## config.mk

```make
export PLATFORM = sky130hd
export DESIGN_NAME = aux_frame_packer
export DESIGN_NICKNAME = d
export VERILOG_FILES = /design/src/rtl/aux_frame_pkg.sv /design/src/rtl/aux_crc16.sv /design/src/rtl/aux_frame_packer.sv
export SDC_FILE = /design/constraint.sdc
export NUM_CORES = 1
export LEC_CHECK = 0
export ABC_AREA = 0
export CAP_MARGIN = 10
export CORE_MARGIN = 5
export CORE_UTILIZATION = 48
export DETAILED_ROUTE_END_ITERATION = 12
export GPL_TIMING_DRIVEN = 0
export PLACE_DENSITY = 0.73
export SYNTH_ARGS = -nofsm -noshare
export SYNTH_HDL_FRONTEND = slang
export SYNTH_SLANG_ARGS = --single-unit
```

## constraint.sdc

```tcl
create_clock -name clock -period 7.9 [get_ports clock]
set_input_delay 1.58 -clock clock [delete_from_list [all_inputs] [get_ports clock]]
set_output_delay 1.58 -clock clock [all_outputs]
set_load 0.05 [all_outputs]
```

## src/rtl/aux_frame_pkg.sv

```systemverilog
// Shared constants and helpers for the aux frame packer: CRC-16/CCITT step
// and the slot-count ceil-div.
package aux_frame_pkg;

   localparam logic [15:0] CRC16_POLY       = 16'h1021;
   localparam logic [15:0] CRC16_INIT       = 16'hFFFF;
   localparam logic [95:0] SYNC_PATTERN_DEF = 96'hDEADBEEFCAFEDEADBEEFCAFE;

   function automatic int ceil_div(input int a, input int b);
      return (a + b - 1) / b;
   endfunction

   // Shifts the low 'width' bits of sym into crc, MSB first.
   function automatic logic [15:0] crc16_step(input logic [15:0] crc, input logic [31:0] sym,
                                              input int width);
      logic [15:0] c;
      logic        fb;
      c = crc;
      for (int i = 31; i >= 0; i--) begin
         if (i < width) begin
            fb = c[15] ^ sym[i];
            c  = {c[14:0], 1'b0} ^ (fb ? CRC16_POLY : 16'h0000);
         end
      end
      return c;
   endfunction

endpackage

```

## src/rtl/aux_crc16.sv

```systemverilog
// CRC-16 accumulator over AUX_W-bit symbols; init wins over enable.
module aux_crc16
   import aux_frame_pkg::*;
#(
   parameter int AUX_W = 6
) (
   input  logic             clock,
   input  logic             nReset,
   input  logic             init_i,
   input  logic             en_i,
   input  logic [AUX_W-1:0] sym_i,
   output logic [15:0]      crc_o
);

   logic [15:0] crc_q, crc_d;

   always_comb begin
      crc_d = crc_q;
      if (init_i)    crc_d = CRC16_INIT;
      else if (en_i) crc_d = crc16_step(crc_q, 32'(sym_i), AUX_W);
   end

   always_ff @(posedge clock or negedge nReset) begin
      if (!nReset) crc_q <= CRC16_INIT;
      else         crc_q <= crc_d;
   end

   assign crc_o = crc_q;

endmodule

```

## src/rtl/aux_frame_packer.sv

```systemverilog
// Packs one ADC/test-ramp sample plus one aux frame symbol per output word;
// aux frames carry sync, channel status, an audio snapshot, CRC and sequence.
module aux_frame_packer
   import aux_frame_pkg::*;
#(
   parameter int ADC_W      = 10,
   parameter int AUX_W      = 6,
   parameter int NUM_CH     = 4,
   parameter int CH_W       = 24,
   parameter int FRAME_LEN  = 512,
   parameter int SYNC_SLOTS = 16,
   parameter logic [SYNC_SLOTS*AUX_W-1:0] SYNC_PATTERN = SYNC_PATTERN_DEF,
   parameter int SEQ_W      = 22,
   parameter int SEQ_LAST   = (63 << 16) - 1,
   parameter int TEST_LAST  = 1020
) (
   input  logic                     clock,
   input  logic                     nReset,
   input  logic [ADC_W-1:0]         adc_databus,
   input  logic                     testModeFlag,
   input  logic [NUM_CH*CH_W-1:0]   ch_data,
   input  logic [NUM_CH-1:0]        ch_valid,
   output logic [ADC_W+AUX_W-1:0]   dataOut,
   output logic                     frame_start,
   output logic                     overrun
);

   localparam int CH_SLOTS  = ceil_div(CH_W, AUX_W);
   localparam int CRC_SLOTS = ceil_div(16, AUX_W);
   localparam int ST_SLOT   = SYNC_SLOTS;
   localparam int CRC_FIRST = ST_SLOT + 1 + NUM_CH * CH_SLOTS;
   localparam int SEQ_FIRST = CRC_FIRST + CRC_SLOTS;
   localparam int SLOT_W    = $clog2(FRAME_LEN);
   localparam int CHP_W     = CH_SLOTS * AUX_W;
   localparam int CRCP_W    = CRC_SLOTS * AUX_W;

   logic [SLOT_W-1:0]             slot_q, slot_d;
   logic [SEQ_W-1:0]              seq_q, seq_d;
   logic [ADC_W-1:0]              ramp_q, ramp_d;
   logic [NUM_CH-1:0][CH_W-1:0]   latch_q, snap_q;
   logic [NUM_CH-1:0]             flag_q, flag_d;
   logic                          ovf_q, ovf_d, overrun_q, overrun_d;
   logic [AUX_W-1:0]              status_q, status_d;
   logic [ADC_W+AUX_W-1:0]        dout_q;
   logic                          fstart_q;
   logic [AUX_W-1:0]              aux;
   logic [CHP_W-1:0]              chp;
   logic [CRCP_W-1:0]             crcp;
   logic [15:0]                   crc;
   logic                          snapshot, dbl;
   int                            slot_i, j, m;

   assign slot_i   = int'(slot_q);
   assign snapshot = (slot_i == SYNC_SLOTS - 1);

   always_comb begin
      slot_d = (slot_i == FRAME_LEN - 1) ? '0 : slot_q + SLOT_W'(1);
      seq_d  = (seq_q == SEQ_W'(SEQ_LAST)) ? '0 : seq_q + SEQ_W'(1);
      ramp_d = (ramp_q == ADC_W'(TEST_LAST)) ? '0 : ramp_q + ADC_W'(1);
      // A strobe on the snapshot cycle opens the next interval, so it never counts as a repeat.
      dbl       = (|(flag_q & ch_valid)) & ~snapshot;
      flag_d    = snapshot ? ch_valid : (flag_q | ch_valid);
      ovf_d     = snapshot ? 1'b0 : (ovf_q | dbl);
      overrun_d = overrun_q | dbl;
      status_d  = status_q;
      if (snapshot) begin
         status_d               = '0;
         status_d[NUM_CH-1:0]   = flag_q;
         status_d[AUX_W-1]      = ovf_q;
      end
   end

   always_comb begin
      aux  = seq_q[SEQ_W-1 -: AUX_W];
      chp  = '0;
      crcp = CRCP_W'(crc);
      j    = slot_i - ST_SLOT - 1;
      m    = 0;
      if (slot_i < ST_SLOT) begin
         aux = AUX_W'(SYNC_PATTERN >> (slot_i * AUX_W));
      end else if (slot_i == ST_SLOT) begin
         aux = status_q;
      end else if (slot_i < CRC_FIRST) begin
         m = j % CH_SLOTS;
         for (int c = 0; c < NUM_CH; c++)
            if (c == j / CH_SLOTS) chp = CHP_W'(snap_q[c]);
         aux = AUX_W'(chp >> ((CH_SLOTS - 1 - m) * AUX_W));
      end else if (slot_i < SEQ_FIRST) begin
         m   = slot_i - CRC_FIRST;
         aux = AUX_W'(crcp >> ((CRC_SLOTS - 1 - m) * AUX_W));
      end
   end

   aux_crc16 #(.AUX_W(AUX_W)) u_crc (
      .clock  (clock),
      .nReset (nReset),
      .init_i (slot_i == 0),
      .en_i   (slot_i >= ST_SLOT && slot_i < CRC_FIRST),
      .sym_i  (aux),
      .crc_o  (crc)
   );

   always_ff @(posedge clock or negedge nReset) begin
      if (!nReset) begin
         slot_q    <= '0;
         seq_q     <= '0;
         ramp_q    <= '0;
         latch_q   <= '0;
         snap_q    <= '0;
         flag_q    <= '0;
         ovf_q     <= 1'b0;
         overrun_q <= 1'b0;
         status_q  <= '0;
         dout_q    <= '0;
         fstart_q  <= 1'b0;
      end else begin
         slot_q    <= slot_d;
         seq_q     <= seq_d;
         ramp_q    <= ramp_d;
         flag_q    <= flag_d;
         ovf_q     <= ovf_d;
         overrun_q <= overrun_d;
         status_q  <= status_d;
         for (int c = 0; c < NUM_CH; c++)
            if (ch_valid[c]) latch_q[c] <= ch_data[c*CH_W +: CH_W];
         if (snapshot) snap_q <= latch_q;
         dout_q    <= {aux, testModeFlag ? ramp_q : adc_databus};
         fstart_q  <= (slot_i == 0);
      end
   end

   assign dataOut     = dout_q;
   assign frame_start = fstart_q;
   assign overrun     = overrun_q;

endmodule

```

# Yosys cells after proc, flatten, opt, wreduce, memory -nomap -nowiden
# Index checks and enable logic that the tools add are counted.
classes:
  n_mul: 3
  shift: 3
  eq_ne: 8
  bitwise: 19
  n_lt_le_gt_ge: 4
  addsub: 9
  muxes: 35
  div: 0
  reduce_logical: 6
op_table:
  columns: ["cell", "count"]
  rows:
  - ["$mux W16", 12]
  - ["$mux W24", 7]
  - ["$shr A96 B12 Y6 const A", 1]
  - ["$xor A16 B16 Y16", 6]
  - ["$mux W13", 6]
  - ["$eq A3 B32 Y1 const A", 2]
  - ["$logic_not A32 Y1", 2]
  - ["$add A32 B1 Y32", 1]
  - ["$eq A2 B32 Y1 const A", 1]
  - ["$shr A16 B32 Y6", 1]
  - ["$shr A24 B32 Y6", 1]
  - ["$mux W6", 4]
  - ["$add A22 B1 Y22 const B", 1]
  - ["$eq A22 B22 Y1 const B", 1]
  - ["$mux W22", 1]
  - ["$mux W10", 2]
  - ["$lt A9 B6 Y1 const B", 2]
  - ["$mul A11 B3 Y14 const B", 1]
  - ["$mul A9 B2 Y11 const B", 1]
  - ["$sub A10 B2 Y11 const B", 1]
  - ["$sub A3 B10 Y11 const A", 1]
  - ["$add A10 B1 Y10 const B", 1]
  - ["$eq A10 B10 Y1 const B", 1]
  - ["$sub A9 B5 Y10 const B", 1]
  - ["22 further kinds", 29]
word_totals:
  rom_bits: 0
  reg_bits: 277
  n_memories: 0
  latchBits: 0
  mem_bits_rw: 0
  input_bits: 113

# Logic depth before layout (Yosys ltp)
# Gate-level depths: netlist of run 1.
logic_depth:
  ltp_word: 47
  ltp_mapped: 25
  mapped_depth_nobuf: 23

# Cells and area by module
# A second synthesis of run 1 with hierarchy kept.
hier_totals:
  hier_cells: 1372
  hier_area_um2: 14166.1
modules_own_cells:
  columns: ["module", "cells_each", "instances", "area_per_inst_um2", "seq_area_each_um2"]
  rows:
  - ["aux_frame_packer", 1292, 1, 13317.8, 6531.3]
  - ["aux_crc16", 80, 1, 848.3, 420.4]

# Worst setup path after synthesis of run 1
# Ideal clock, no wire load.
synth_timing:
  path_type: "register to register"
  startpoint: "reg slot_q[0]"
  endpoint: "reg u_crc.crc_q[12] (netlist: u_crc.crc_o[12])"
  t_arrival_ns: 5.789
  period_less_slack_ns: 5.877
  slack_ns: 2.023
  setup_ns: 0.088
  path_stages_with_launch: 25
  path_cell_list: "dfrtp_1 -> inv_1 -> clkbuf_1 -> ha_1 -> buf_2 -> nor2b_1 -> o21ai_0 -> and2_1 -> nand3_1 -> nor3_1 -> a32oi_1 -> ha_1 -> ha_1 -> a21o_1 -> a211o_1 -> a31oi_1 -> nand3b_1 -> or4_1 -> or3_4 -> o211a_1 -> nor4_4 -> xnor2_1 -> xor2_1 -> xor2_1 -> o21ai_1"
synth_between:
  elab_chain_cells: 36
  word_cells_on_any_way: 56
  cone_classes: "add/sub (6); mul (3); order compare (4); eq/ne (4); shift (3); mux (23); bitwise (8); reduce/logical (5)"
synth_lines:
  columns: ["element", "line_no", "text"]
  rows:
  - ["start, declared", "aux_frame_packer.sv:37", "logic [SLOT_W-1:0] slot_q, slot_d;"]
  - ["start signal, assigned", "aux_frame_packer.sv:117", "slot_q <= slot_d;"]
  - ["$sub A9 B5 Y10", "aux_frame_packer.sv:77", "j = slot_i - ST_SLOT - 1;"]
  - ["$sub A10 B2 Y11", "aux_frame_packer.sv:77", null]
  - ["$reduce_or A2 Y1 (no line)", null, null]
  - ["$and A1 B1 Y1 (no line)", null, null]
  - ["$add A32 B1 Y32 (no line)", null, null]
  - ["$logic_not A32 Y1", "aux_frame_packer.sv:86", "if (c == j / CH_SLOTS) chp = CHP_W'(snap_q[c]);"]
  - ["$mux W24 (4 in a row)", "aux_frame_packer.sv:86", null]
  - ["$mux W24", "aux_frame_packer.sv:83", "end else if (slot_i < CRC_FIRST) begin"]
  - ["(+6 left out)", null, null]
  - ["net aux[4]", "aux_frame_packer.sv:46", "logic [AUX_W-1:0] aux;"]
  - ["(+11 left out)", null, null]
  - ["$xor A16 B16 Y16 (*)", "aux_frame_pkg.sv:22", "c = {c[14:0], 1'b0} ^ (fb ? CRC16_POLY : 16'h0000);"]
  - ["$mux W16 (*)", "aux_crc16.sv:20", "else if (en_i) crc_d = crc16_step(crc_q, 32'(sym_i), AUX_W);"]
  - ["$mux W16 (*)", "aux_crc16.sv:19", "if (init_i) crc_d = CRC16_INIT;"]
  - ["$xor A1 B1 Y1 (*)", "aux_frame_pkg.sv:21", "fb = c[15] ^ sym[i];"]
  - ["$mux W13 (*)", "aux_frame_pkg.sv:22", null]
  - ["$xor A16 B16 Y16 (*)", "aux_frame_pkg.sv:22", null]
  - ["$mux W16 (*)", "aux_crc16.sv:20", null]
  - ["$mux W16 (*)", "aux_crc16.sv:19", null]
  - ["end signal, assigned", "aux_crc16.sv:25", "else crc_q <= crc_d;"]
  - ["end, declared", "aux_crc16.sv:15", "logic [15:0] crc_q, crc_d;"]
# Mark *: on every way through the listed nets, which the timed path passes. The rest lies on a longest branch. The select of a mux whose other input is x is not followed.
# A chain may end at the register's enable or synchronous reset.

# Worst setup path in the final report of run 1
layout_timing:
  startpoint: "reg slot_q[0]"
  endpoint: "reg u_crc.crc_q[5] (netlist: u_crc.crc_o[5])"
# The elaborated chain is that of the path after synthesis.

==> run metrics, run 1 <==
NumNets Final=between 1500 and 2000; First DRT Iteration DRCs=903; most common cell after layout, fill and taps aside=nand2_1; Worst-Margin Slew=roughly 0.86 ns; Synth Net Count=1619; DIE WIDTH=185 um; Core Footprint=30400 sq um; layout cell share with drive strength beyond 1=about 15%; via count=11600; post-layout min period=between 7 and 8 ns; area growth from synthesis to layout=18.8%; Yosys reg bits=~280; H-tree depth=1; crit path max fanout=10; ys flop type=dfrtp_1; fin crit share=between 90% and 100%; number of diodes=0; Post-CTS Setup Bufs=0; Chip Height=about 190 um; top cell type's share of synthesized area=~44%; CP arrival=about 7.8 ns; Worst slew margin=42.0%; Power Density=204 nW/um^2; Vias/cell=5.70; CP startpoint kind=flop; Buffers on Ports=approximately 130; first-pass GRT wire length=between 60 and 70 mm; clock slew at reported path FFs=~0.060 ns; commonest cells after routing, fill and taps aside=387 x nand2_1, 261 x dfrtp_1, 124 x clkdlybuf4s50_1, 113 x mux2_2, 75 x nor2_1; syn_area_per_cell=roughly 10 sq um; final antenna-violating net count=0; Placement Cell Area=between 15000 and 20000 sq um; CTS Buf Count=29; All-Layer GR Usage=a little under a quarter; worst skew pair latency=around 0.56 ns; CTS tree=done; synthesized instance count=1460; f_max=136 MHz; Setup crit end kind=flop; synth warn=0; router iterations before antenna repair=5; Ports=between 100 and 150; Worst Hold Slack=about 0.46 ns; Hold Path Class=flop to flop; sequential standard cell area=a little under 7000 sq um; EDFF count, synth=0; VDD IR-drop max=approximately 0.00019 V; Final Hold Viols=0; die area=34200 sq um; skew final=about 0.011 ns; Cell variety after synth=~80; GPL Wtd Cong=0.927; area of the multi-input gates=around 7300 sq um; Initial Util=between 40% and 50%; Final Cell Area=around 17000 sq um; hold buffer count at CTS=0; Async SR Flop Fraction=100%; Final Max Tran Viols=0; sequential fraction of the synthesis area=47.3%; Leakage Power=7.66 nW; CTS max path bufs=3; RSZ-0062 raised after global routing=no; post-CTS sizing=0; WL/cell=~20 um; clock sinks=277; CTS Root Cell=clkbuf_16; Cell Rows=between 60 and 70; Synth area leader=dfrtp_1; status=completed; WS Path Type=flop to flop; synthesized cell area=approximately 15000 sq um; DR DRC count=0; number of global-route vias before repair=11900; Setup-failing EPs final=0; largest net degree at the start of global routing=~120; Max-Cap Viols=0; total wire length=about 40 mm; fill count=roughly 2600; Remaining Overflow, GRT=0; CP required=between 8 and 9 ns; HPWL after DPL=roughly 30 mm; initial antenna violation count=0; synth top area cells=dfrtp_1 44%, nand2_1 9.9%, mux2_2 8.7%
## metal layers
metal  global-route usage [%]  wire (um)  up-vias
met2                     39.2      19300      358
met1                     32.3      17200     5760
met4                     6.34       1120        0
li1                         -          -     5396
met3                     3.55       2370       71
met5                        0          0        -
## cells by family (layout without fill, tap and decap cells)
group	Yosys count	in the layout	share of synthesized area (%)
XOR/XNOR	69	69	4.62
flip-flops	277	277	47.3
AO/OA/AOI/OAI	200	200	9.87
AND/OR/NAND/NOR	614	614	18.3
multiplexers	148	148	13.2
adder cells (fa/ha/maj)	46	46	3.96
buffers and inverters	106	284	2.77
## Yosys cell counts, types with 8 or more instances
master    count
nand2b_1      8
xor2_1       31
clkbuf_1     52
nor3_1       23
mux2_2      113
o211ai_1      9
and3_1       15
a31oi_1       9
dfstp_2      16
xnor2_1      32
o31ai_1       8
buf_1        13
dfrtp_1     261
a21o_1        8
nand4_1      12
inv_1        30
nand2_1     387
nand3_1      45
mux2i_1       9
mux4_2       26
and2_1        9
buf_2         8
a211oi_1     10
o21ai_0      32
nor4_1        9
ha_1         45
nor2_1       75
a21oi_1      45
## per-stage QoR
| step | power [mW] | cells | utilization [%] | worst slack, ns | setup TNS [ns] |
|---|---|---|---|---|---|
| 2_1_floorplan | 2.03 | 1460 | - | 2.02 | 0 |
| 3_3_place_gp | 2.21 | 1981 | 54.1 | -6.52 | -1739.32 |
| 3_5_place_dp | 2.23 | 1983 | 54.3 | 0.686 | 0 |
| 4_1_cts | 3.59 | 2034 | 57.4 | 0.643 | 0 |
| 5_1_grt | 3.72 | 2034 | 57.4 | 0.275 | 0 |
| 6_report | 3.57 | 2034 | 57.4 | 0.570 | 0 |
## worst paths after layout
check | end | slack [ns] | start | cells after the start
min reg2reg | snap_q[76]$_DFFE_PN0P_ | 0.46 | latch_q[76]$_DFFE_PN0P_ | 2
min in group asynchronous | dataOut[2]$_DFF_PN0_ | 1.01 | nReset | 1
max in group asynchronous | frame_start$_DFF_PN0_ | 5.84 | nReset | 2
max reg2reg | u_crc.crc_o[5]$_DFFE_PN1P_ | 0.57 | slot_q[0]$_DFF_PN0_ | 24
max | u_crc.crc_o[5]$_DFFE_PN1P_ | 0.57 | slot_q[0]$_DFF_PN0_ | 24
min | snap_q[76]$_DFFE_PN0P_ | 0.46 | latch_q[76]$_DFFE_PN0P_ | 2
## worst max-delay path, cell delays in order (launching register included)
cell	delay, ns
dfrtp_1	0.52
inv_1	0.19
clkbuf_1	0.48
ha_1	0.29
buf_2	0.24
nor2b_1	0.13
o21ai_0	0.35
and2_1	0.32
nand3_1	0.16
nor3_1	0.32
a32oi_1	0.19
ha_1	0.33
ha_1	0.38
a21o_1	0.20
a211o_1	0.31
a31oi_1	0.22
nand3b_1	0.10
or4_1	0.53
or3_4	0.43
o211a_1	0.25
nor4_4	0.44
xnor2_1	0.18
xor2_1	0.42
nand4bb_1	0.20
nand3_1	0.08
## cell type report
| class | instances | share of cell area (%) |
|---|---|---|
| Inverter | 33 | 0.709 |
| Buffer | 73 | 1.63 |
| Clock inverter | 11 | 0.602 |
| Clock buffer | 40 | 4.85 |
| Sequential cell | 277 | 39.8 |
| Tap cell | 396 | 2.84 |
| Multi-Input combinational cell | 1077 | 42.1 |
| Timing Repair Buffer | 127 | 7.51 |
## sequential cells by signal, summed over array words and instances (netlist names)
signal,cells
ovf_q,1
u_crc.crc_o,16
latch_q,96
frame_start,1
ramp_q,10
snap_q,96
overrun,1
flag_q,4
seq_q,22
status_q,5
slot_q,9
dataOut,16
## report_power, final
part | total [mW] | switching, mW | internal [mW]
combinational | 0.477 | 0.202 | 0.276
sequential | 1.73 | 0.134 | 1.60
clock | 1.36 | 0.576 | 0.783
total | 3.57 | 0.911 | 2.65
Note: power is estimated with default switching activity, not from simulation.
==> run 2, diff against run 1 <==
--- a/config.mk
+++ b/config.mk
@@ -8,10 +8,10 @@
 export ABC_AREA = 0
 export CAP_MARGIN = 10
 export CORE_MARGIN = 5
-export CORE_UTILIZATION = 48
+export CORE_UTILIZATION = 58
 export DETAILED_ROUTE_END_ITERATION = 12
 export GPL_TIMING_DRIVEN = 0
-export PLACE_DENSITY = 0.73
+export PLACE_DENSITY = 0.85
 export SYNTH_ARGS = -nofsm -noshare
 export SYNTH_HDL_FRONTEND = slang
 export SYNTH_SLANG_ARGS = --single-unit
==> run 2 against run 1 <==
Against the previous run: routed wire length grew 1.1%; final cell count fell by 3.1%; power about the same; register-to-register slack better by 0.02 ns; clock-buffer cell count fell by 2; hold slack better by 0.0013 ns; non-clock buffer count unchanged; final area down 0.50%; critical path depth is the same; combinational power is essentially flat; largest power group unchanged.
==> run metrics, run 2 (synthesized netlist as in run 1, its figures left out) <==
status=completed; VDD IR-drop max=0.000203 V (+5.0%); fin crit share=92.6% (-0.21 points); Worst Hold Slack=0.465 ns (+0.00127 ns); DIE WIDTH=169 um (-8.5%); slowest cell on the critical path=or4_1; Core Footprint=25100 sq um (-17%); Ports=131 (unchanged); sequential standard cell area=6950 sq um (unchanged); area growth from synthesis to layout=18.2%; total wire length=40.5 mm (+1.1%); first-pass GRT wire length=65.0 mm (+0.89%); die area=28600 sq um (-16%); All-Layer GR Usage=28.1% (+4.6 points); post-layout util=69.2% (+12 points); Cell Chain, Critical Path=inv_1 -> clkbuf_1 -> ha_1 -> buf_2 -> nor2b_1 -> o21ai_0 -> and2_1 -> nand3_1 -> nor3_1 -> a32oi_1 -> ha_1 -> ha_1 -> a21o_1 -> a211o_1 -> a31oi_1 -> nand3b_1 -> or4_1 -> or3_4 -> o211a_1 -> nor4_4 -> xnor2_1 -> xor2_1 -> xor2_1 -> o21ai_1; Crit path max-delay family=simple AND/OR/NAND/NOR gates; clock slew at reported path FFs=0.07 ns (about the same); CTS Buf Count=29 (unchanged); post-layout min period=7.31 ns (-0.0168 ns); router iterations before antenna repair=7 (+2); Worst slew margin=42.7% (+0.76 points); First DRT Iteration DRCs=1214 (+34%); Hold Path Class=flop to flop; Initial Util=58.6% (+10 points); CP arrival=7.78 ns (-0.03 ns); DR DRC count=0 (unchanged); layout cell share with drive strength beyond 1=14.9% (+0.095 points); WL/cell=20.5 um (+4.4%); Chip Height=169 um (-8.5%); Setup-failing EPs final=0 (unchanged); CTS tree=done; Final Max Tran Viols=0 (unchanged); fill count=1814 (-30%); crit path buf inv count=3 (unchanged); area of the multi-input gates=7350 sq um (unchanged); CTS max path bufs=3 (unchanged); Max-Cap Viols=0 (unchanged); worst skew pair latency=0.56 ns (about the same); Final Hold Viols=0 (unchanged); CP startpoint kind=flop; final antenna-violating net count=0 (unchanged); Inst Count DP=1917 (-3.3%); Vias/cell=6.07 (+6.6%); WS Path Type=flop to flop; Post-CTS Setup Bufs=0 (unchanged); Cell Rows=58 (-9.4%); number of global-route vias before repair=12300 (+3.2%); Worst-Margin Slew=0.859 ns (-0.00472 ns); Largest regs=latch_q: 96 flops, snap_q: 96 flops, seq_q: 22 flops; skew final=0.0218 ns (+0.0109 ns); commonest cells after routing, fill and taps aside=387 x nand2_1, 261 x dfrtp_1, 124 x clkdlybuf4s50_1, 113 x mux2_2, 75 x nor2_1; Worst path max stage delay=0.54 ns (about the same); cell mode on critical path=ha_1; Buffers on Ports=125 (unchanged); hold buffer count at CTS=0 (unchanged); most common cell after layout, fill and taps aside=nand2_1; GPL Wtd Cong=0.999 (+7.7%); HPWL after DPL=29.7 mm (-0.72%); post-CTS sizing=0 (unchanged); Post-Layout Cell Count=1971 (-3.1%); number of diodes=0 (unchanged); Setup crit end kind=flop; clock sinks=277 (unchanged); via count=12000 (+3.3%); RSZ-0062 raised after global routing=no; f_max=137 MHz (+0.23%); Power Density=205 nW/um^2 (+0.44%); CTS Root Cell=clkbuf_16; initial antenna violation count=0 (unchanged); crit path max fanout=10 (unchanged); NumNets Final=1777 (unchanged); CP required=8.36 ns (-0.02 ns); Leakage Power=7.66 nW (about the same); TNS Setup=0 ns (unchanged); Remaining Overflow, GRT=0 (unchanged); H-tree depth=1 (unchanged); largest net degree at the start of global routing=121 (-2.4%)
-- run 2: layer usage --
metal / GRT usage [%] / part of all wire (%) / routed length [um] / vias to the layer above
li1: - / - / - / 5411
met3: 5.05 / 7.0 / 2840 / 104
met1: 37.1 / 40 / 16200 / 5906
met2: 47.1 / 49 / 19900 / 549
met5: 0 / 0 / 0 / -
met4: 9.80 / 3.6 / 1440 / 0
-- run 2: area by class of cell --
class / instances / share of cell area, %
Sequential cell: 277 / 40.0
Timing Repair Buffer: 127 / 7.55
Buffer: 73 / 1.63
Clock inverter: 16 / 0.792
Clock buffer: 38 / 4.66
Tap cell: 330 / 2.38
Inverter: 33 / 0.713
Multi-Input combinational cell: 1077 / 42.3
-- run 2: metrics by stage --
stage	setup WS [ns]	area (sq um)	total power, mW
after floorplan	2.02	14700	2.03
after global placement	-6.18	16400	2.20
after detailed placement	0.748	16400	2.23
after CTS	0.713	17400	3.57
after global routing	0.167	17400	3.70
final	0.586	17400	3.56
-- run 2: worst paths after layout --
check / from / endpoint / slack (ns) / depth (start not counted)
setup / recovery: slot_q[0]$_DFF_PN0_ / u_crc.crc_o[12]$_DFFE_PN1P_ / 0.59 / 24
hold / removal: latch_q[86]$_DFFE_PN0P_ / snap_q[86]$_DFFE_PN0P_ / 0.46 / 2
setup reg to reg: slot_q[0]$_DFF_PN0_ / u_crc.crc_o[12]$_DFFE_PN1P_ / 0.59 / 24
hold reg to reg: latch_q[86]$_DFFE_PN0P_ / snap_q[86]$_DFFE_PN0P_ / 0.46 / 2
max in group asynchronous: nReset / dataOut[15]$_DFF_PN0_ / 5.96 / 2
min in group asynchronous: nReset / dataOut[3]$_DFF_PN0_ / 0.97 / 1
-- run 2: power breakdown --
group	switching, mW	total (mW)	internal, mW	leakage [nW]
sequential	0.141	1.74	1.60	3.26
combinational	0.203	0.479	0.276	3.93
clock	0.587	1.35	0.762	0.474
total	0.930	3.56	2.63	7.66
-- run 2: worst reg2reg max path, stage by stage, from the launching register on --
cell and delay [ns]:
dfrtp_1 0.52, inv_1 0.18, clkbuf_1 0.46, ha_1 0.28, buf_2 0.22, nor2b_1 0.11, o21ai_0 0.30, and2_1 0.29
nand3_1 0.17, nor3_1 0.36, a32oi_1 0.21, ha_1 0.35, ha_1 0.38, a21o_1 0.20, a211o_1 0.31, a31oi_1 0.22
nand3b_1 0.10, or4_1 0.54, or3_4 0.43, o211a_1 0.26, nor4_4 0.46, xnor2_1 0.19, xor2_1 0.39, xor2_1 0.20
o21ai_1 0.07
